`src/rtl/instr_fetch_queue.sv`:
```
// instr_fetch_queue: sequential instruction prefetcher with redirect support.
//
// Issues in-order fetch requests starting at RESET_PC, tracks the PC of each
// outstanding request, and buffers returned words in a DEPTH-entry FIFO that
// feeds the processor. A redirect flushes the FIFO and retargets fetch; any
// responses still in flight for the old stream are counted and dropped
// (DRAIN) before fetching resumes.
//
// Ports:
//   clk, rst                     clock, synchronous active-low reset
//   redirect_valid/redirect_pc   taken branch/jump and its target
//   mem_req_valid/addr/ready     fetch request handshake to instruction memory
//   mem_resp_valid/data          in-order fetch responses
//   instr_valid/data/pc/ready    FIFO head toward the processor
module instr_fetch_queue #(
    parameter int unsigned          WORD_SIZE = 32,
    parameter int unsigned          DEPTH     = 4,
    parameter logic [WORD_SIZE-1:0] RESET_PC  = '0
) (
    input  logic                 clk,
    input  logic                 rst,
    input  logic                 redirect_valid,
    input  logic [WORD_SIZE-1:0] redirect_pc,
    output logic                 mem_req_valid,
    output logic [WORD_SIZE-1:0] mem_req_addr,
    input  logic                 mem_req_ready,
    input  logic                 mem_resp_valid,
    input  logic [WORD_SIZE-1:0] mem_resp_data,
    output logic                 instr_valid,
    output logic [WORD_SIZE-1:0] instr_data,
    output logic [WORD_SIZE-1:0] instr_pc,
    input  logic                 instr_ready
);
    localparam int AW = $clog2(DEPTH);
    localparam int CW = AW + 1;

    typedef enum logic {FETCH, DRAIN} state_e;

    state_e               state_q, state_d;
    logic [WORD_SIZE-1:0] fetch_pc_q, fetch_pc_d;
    logic [CW-1:0]        out_q, out_d;
    logic [CW-1:0]        drop_q, drop_d;
    logic [CW-1:0]        cnt_q, cnt_d;
    logic [AW-1:0]        wr_q, wr_d;
    logic [AW-1:0]        rd_q, rd_d;

    logic [WORD_SIZE-1:0] pc_mem   [DEPTH];
    logic [WORD_SIZE-1:0] data_mem [DEPTH];

    logic                 room, accept, resp_live, resp_keep, push, pop;
    logic [WORD_SIZE-1:0] resp_pc;
    logic                 unused_redirect_lsb;

    assign unused_redirect_lsb = ^redirect_pc[1:0];

    // Credits cover both buffered words and requests still in flight, so a
    // response always has a free FIFO slot waiting for it.
    assign room          = ({1'b0, cnt_q} + {1'b0, out_q}) < (CW+1)'(DEPTH);
    assign mem_req_valid = rst && (state_q == FETCH) && room;
    assign mem_req_addr  = rst ? fetch_pc_q : RESET_PC;
    assign accept        = mem_req_valid && mem_req_ready;

    // A response with nothing in flight is stray and ignored.
    assign resp_live = mem_resp_valid && ((out_q != '0) || (drop_q != '0));
    // Old-stream responses are always older than live ones (in-order memory).
    assign resp_keep = resp_live && (drop_q == '0);
    assign push      = resp_keep && (state_q == FETCH) && !redirect_valid;
    assign pop       = instr_valid && instr_ready;

    // Requests are sequential, so the oldest live request sits out_q words
    // behind the next fetch address.
    assign resp_pc = fetch_pc_q - (WORD_SIZE'(out_q) << 2);

    assign instr_valid = rst && (cnt_q != '0);
    assign instr_data  = instr_valid ? data_mem[rd_q] : '0;
    assign instr_pc    = instr_valid ? pc_mem[rd_q]   : '0;

    always_comb begin
        fetch_pc_d = fetch_pc_q;
        out_d      = out_q;
        drop_d     = drop_q;
        cnt_d      = cnt_q;
        wr_d       = wr_q;
        rd_d       = rd_q;
        if (redirect_valid) begin
            fetch_pc_d = {redirect_pc[WORD_SIZE-1:2], 2'b00};
            cnt_d      = '0;
            wr_d       = '0;
            rd_d       = '0;
            out_d      = '0;
            // Everything in flight after this edge belongs to the old stream.
            drop_d     = CW'({1'b0, out_q} + {1'b0, drop_q}
                             + (CW+1)'(accept) - (CW+1)'(resp_live));
        end else begin
            if (accept) fetch_pc_d = fetch_pc_q + WORD_SIZE'(4);
            out_d  = out_q + CW'(accept) - CW'(resp_keep);
            drop_d = drop_q - CW'(resp_live && (drop_q != '0));
            cnt_d  = cnt_q + CW'(push) - CW'(pop);
            wr_d   = wr_q + AW'(push);
            rd_d   = rd_q + AW'(pop);
        end
        state_d = (drop_d != '0) ? DRAIN : FETCH;
    end

    always_ff @(posedge clk) begin
        if (!rst) begin
            state_q    <= FETCH;
            fetch_pc_q <= RESET_PC;
            out_q      <= '0;
            drop_q     <= '0;
            cnt_q      <= '0;
            wr_q       <= '0;
            rd_q       <= '0;
        end else begin
            state_q    <= state_d;
            fetch_pc_q <= fetch_pc_d;
            out_q      <= out_d;
            drop_q     <= drop_d;
            cnt_q      <= cnt_d;
            wr_q       <= wr_d;
            rd_q       <= rd_d;
        end
    end

    always_ff @(posedge clk) begin
        if (push) begin
            pc_mem[wr_q]   <= resp_pc;
            data_mem[wr_q] <= mem_resp_data;
        end
    end
endmodule

```
`config.mk`:
```
export PLATFORM = sky130hd
export DESIGN_NAME = instr_fetch_queue
export DESIGN_NICKNAME = d
export VERILOG_FILES = /design/src/rtl/instr_fetch_queue.sv
export SDC_FILE = /design/constraint.sdc
export NUM_CORES = 1
export LEC_CHECK = 0
export BUFFER_PORTS_ARGS = -buffer_cell sky130_fd_sc_hd__buf_2
export CAP_MARGIN = 20
export CELL_PAD_IN_SITES_DETAIL_PLACEMENT = 1
export CELL_PAD_IN_SITES_GLOBAL_PLACEMENT = 2
export CORE_UTILIZATION = 39
export DETAILED_ROUTE_END_ITERATION = 8
export PLACE_DENSITY_LB_ADDON = 0.05
export SYNTH_ARGS = -nofsm -noshare
export SYNTH_HDL_FRONTEND = slang
export SYNTH_SLANG_ARGS = --single-unit
```
`constraint.sdc`:
```
create_clock -name clk -period 8.2 [get_ports clk]
set_clock_uncertainty 0.2 [all_clocks]
set_input_delay 0.82 -clock clk [delete_from_list [all_inputs] [get_ports clk]]
set_output_delay 0.82 -clock clk [all_outputs]
set_load 0.02 [all_outputs]
```
# Word level (Yosys, flattened, before mapping)
# Memory sizes are Yosys's and may differ from the RTL's. A register that Yosys moved wholly into a read port is not among the register bits.
# Index checks and enable logic that the tools add are counted.
# totals
word_cells	56
regBits	46
mem_bits_rw	256
inputBits	70
n_memories	2
# mem_list
name	depth	word_bits	rd	rd_ports_with_merged_regs	wr	line	text
data_mem	4	32	1	1	1	48	logic [WORD_SIZE-1:0] data_mem [DEPTH];
pc_mem	4	32	1	1	1	47	logic [WORD_SIZE-1:0] pc_mem [DEPTH];
# op_classes
magnitude_cmp	1
addsub	13
reduce_logical	19
muxes	11
n_bitwise	2
# ops
op	n
$mux 32	5
$add 32x3->32 const B	1
$sub 32x5->32	1
$reduce_bool 3->1	4
$sub 3x1->3	4
$logic_and 1x1->1	10
$add 3x1->3	3
$add 2x1->2	2
$add 3x3->4	1
$lt 4x3->1 const B	1
$mux 2	2
$add 3x3->3	1
$logic_not 3->1	1
$mux 1	3
$mux 3	1
$not 1->1	2
$reduce_bool 2->1	1
$reduce_or 2->1	1
$logic_not 1->1	1
$logic_or 1x1->1	1

# Depth between registers and ports, before layout
# depth
depth_word	9
ltp_mapped	12

# Worst setup path before layout
# OpenSTA, ideal clock, no wires.
# synth_path
kind	input -> register
from	input mem_resp_valid
to	memory data_mem[1][0], enable pin
n_path_buf	0
arrival_time_ps	5881
path_stages	4
required_ps	7429
path_slack_ps	1547
cell_sequence	o31ai_1 nor4_1 nand2_1 nor3b_1
# synth_between
elab_chain_len	6
# synth_lines
item	line	text
start: declaration	27	input logic mem_resp_valid,
$logic_and 1x1->1	64	assign resp_live = mem_resp_valid && ((out_q != '0) || (drop_q != '0));
$logic_and 1x1->1	66	assign resp_keep = resp_live && (drop_q == '0);
$logic_and 1x1->1 (2 in a row)	67	assign push = resp_keep && (state_q == FETCH) && !redirect_valid;
$mux 1	126	if (push) begin
$mux 1 (implied by the code)	128	data_mem[wr_q] <= mem_resp_data;
end: declaration	48	
# Every way passes these cells.

==> flow_summary.toml <==
[worst_setup_path]
worstPathArrival_ns = 2.93
cp_slowest_cell = "buf_4"
cp.depth = 4
reg2regPathDepth = 12
critPathMaxStageDelay_ns = 0.82
crit_fanout = 47
rrSetupSlack_ns = 4.63
path_cells = "buf_4 -> mux4_2 -> and2_1 -> buf_2"
worstPathRequired_ns = 7.18
path_buf_inv = 2
cp-end-kind = "output pin"
path_delay_family = "buffers and inverters"
criticalPathCategory = "register to output pin"
endpoint = "instr_pc[17]"
crit_start = "rd_q[0]"
critPathLaunchType = "register"
reg2reg_from = "out_q[2]"
timing.rr.end = "state_q"

[grt]
grtUsageTotal_pct = 17.9
met3_usage_pct = 2.54
antenna_found_initial = 0
use_met1_pct = 23.1
busiest_layer = "met2"
grt_max_degree = 65
grt_pass1_vias = 8141
grt_first_pass_wirelength_um = 46300
grt-ovfl-total = 0
grt.met2_usage_pct = 32.1

[routing]
first_pass_iters = 4
routedWlPerCell_um = 20.6
initialDrtViolationCount = 417
routed_wl_um = 29500
vias = 7326
viasPerCell = 5.12
antenna_left = 0
drc_errors = 0

[sta]
period_minus_slack_ns = 3.95
hold_viol = 0
tightestPinTransition_ns = 0.999
max_freq_ghz = 0.253
relSlewSlack_pct = 33.4
fin_crit_sh_pct = 48.2
tns_ns = 0
slew_viol_final = 0
timing.final.ws_setup_ns = 4.25
grt_setup_unrepaired = "false"
setup_violations = 0

[outcome]
status = "complete, no violations"

[power]
power_leakage_nw = 5.43
ir_drop_v = 0.000142
p_per_area_nw_per_um2 = 223

[logic_synthesis]
ys.flop_type = "edfxtp_1"
ys_ff_latch = 292
synth_edf_count = 248
synth.distinct_cells = 63
synth_top_area_cell = "edfxtp_1"
avgSynthCellArea_um2 = 15.5
synth-warning-count = 0
synthTopCellsByArea = "edfxtp_1, mux4_2, dfxtp_1, and2_1, xor2_1"
synth_cells = 825
synth_most_common_cell = "edfxtp_1"
netlist_area_um2 = 12800
netlist.area_leader.share_pct = 58.2
synthTopCellsByCount = "edfxtp_1, and2_1, mux4_2"
synth.yosys.seq_area_share_pct = 65.0
async_reset_ff_share_pct = 0

[placement]
io_buffers = 161
dp_slack_ns = 3.84
hpwlAfterDp_um = 18800
place_area_um2 = 14000
gp_congestion = 0.782

[layout]
fin_nets = 1062
stdcell_area_um2 = 15000
areaGrowthSynthToFinish_pct = 16.9
diodes = 0
drive_above_1_share_pct = 30.0

[clock_tree]
clk-insertion-delay-late_ns = 0.56
path_clk_slew_ns = 0.06
cts_resized = 0
clock-sinks = 292
post-cts-setup-buffer-count = 0
cts_buffers = 31
cts_hold_buffers = 0
clockRootBuffer = "clkbuf_16"
cts_buffer_depth = 3
htreeDepth = 1
cts_tree = "done"

[flow_run]
maxCapViolCount = 0

[floorplanning]
core_um2 = 32000
std_cell_rows = 65
start_util_pct = 40.1
die_x_um = 183
die_y_um = 183
ioPinCount = 168
die_area_um2 = 33600

[min_path]
min_delay_path_depth = 3
min_path_type = "input pin to register"
hold_start = "redirect_pc[26]"
-- metal layers --
layer / wire [um] / vias up
li1: - / 3388
met1: 13000 / 3737
met2: 14800 / 165
met3: 1170 / 36
met4: 512 / 0
met5: 0 / -
-- state kept, by name, indices dropped and copies added (netlist names) --
| name | flops |
|---|---|
| state_q | 1 |
| data_mem | 128 |
| fetch_pc_q | 30 |
| wr_q | 2 |
| pc_mem | 120 |
| rd_q | 2 |
| out_q | 3 |
| cnt_q | 3 |
| drop_q | 3 |
-- worst reg2reg max path: cells and delay by family, from the launching register on --
kind / cells / cell delay (ns)
and+or+nand+nor: 3 / 0.98
adders and majority gates: 3 / 0.76
DFF: 1 / 0.51
xor gates and xnor gates: 3 / 0.45
AOI/OAI and AO/OA: 1 / 0.30
buffers and inverters: 1 / 0.13
muxes: 1 / 0.12
-- metrics by stage --
stage                     power, mW  hold WS, ns  instances  utilization, %
final                          3.34        0.270       1431            46.8
after global routing           3.46        0.266       1431            46.8
after CTS                      3.39        0.250       1431            46.8
after detailed placement       2.00        0.395       1373            43.7
after global placement         1.97        0.363       1373            43.7
after floorplan                1.90        0.329        828               -
-- logic make-up (layout without fill, tap and decap cells) --
kind of cell	count (synthesis)	after routing	share of synthesized area [%]
other	1	4	0.0293
flip-flops	292	292	65.0
XOR/XNOR	57	57	3.96
adder cells (fa/ha/maj)	21	21	2.35
AO/OA/AOI/OAI	65	65	3.02
buffers and inverters	81	249	2.96
multiplexers	66	66	11.2
AND/OR/NAND/NOR	242	242	11.4
-- power breakdown --
| group | total (mW) | internal [mW] | switching, mW |
|---|---|---|---|
| Sequential | 1.69 | 1.65 | 0.0383 |
| Clock | 1.37 | 0.815 | 0.558 |
| Combinational | 0.282 | 0.116 | 0.166 |
-- layout make-up --
| type | count | area (um^2) |
|---|---|---|
| sequential | 292 | 8330 |
| multi-input combinational | 455 | 4130 |
| clock buffer | 42 | 847 |
| clock inverter | 16 | 160 |
| tap | 435 | 544 |
| inverter | 22 | 82.6 |
| fill | 3167 | 17000 |
| timing repair buffer | 169 | 866 |
-- cell usage in the layout, fill, tap and decap left out, types with 5 or more instances in the layout --
cell type	Yosys	routed
dfxtp_1	44	42
nand3_1	10	10
nand2_1	30	30
edfxtp_1	248	248
inv_1	22	22
xor2_1	31	31
nor3_1	12	11
o21ai_0	28	28
fa_1	5	5
mux4_2	62	62
xnor2_1	25	25
clkbuf_1	35	8
and3_1	7	6
clkbuf_16	0	31
and2_1	104	104
nand4_1	19	19
buf_2	4	161
ha_1	16	16
nor2_1	25	24
clkinv_2	0	6
a21oi_1	18	18
buf_4	5	8
nor4_1	6	6
-- how the worst min path moves through the flow --
stage                     endpoint  slack, ns
floorplan                  wr_q[1]       0.33
global placement          cnt_q[2]       0.36
detailed placement        cnt_q[2]       0.40
CTS                 fetch_pc_q[26]       0.25
global route        data_mem[3][5]       0.27
finish              fetch_pc_q[26]       0.27
No activity file was read; power rests on OpenSTA's default activity.
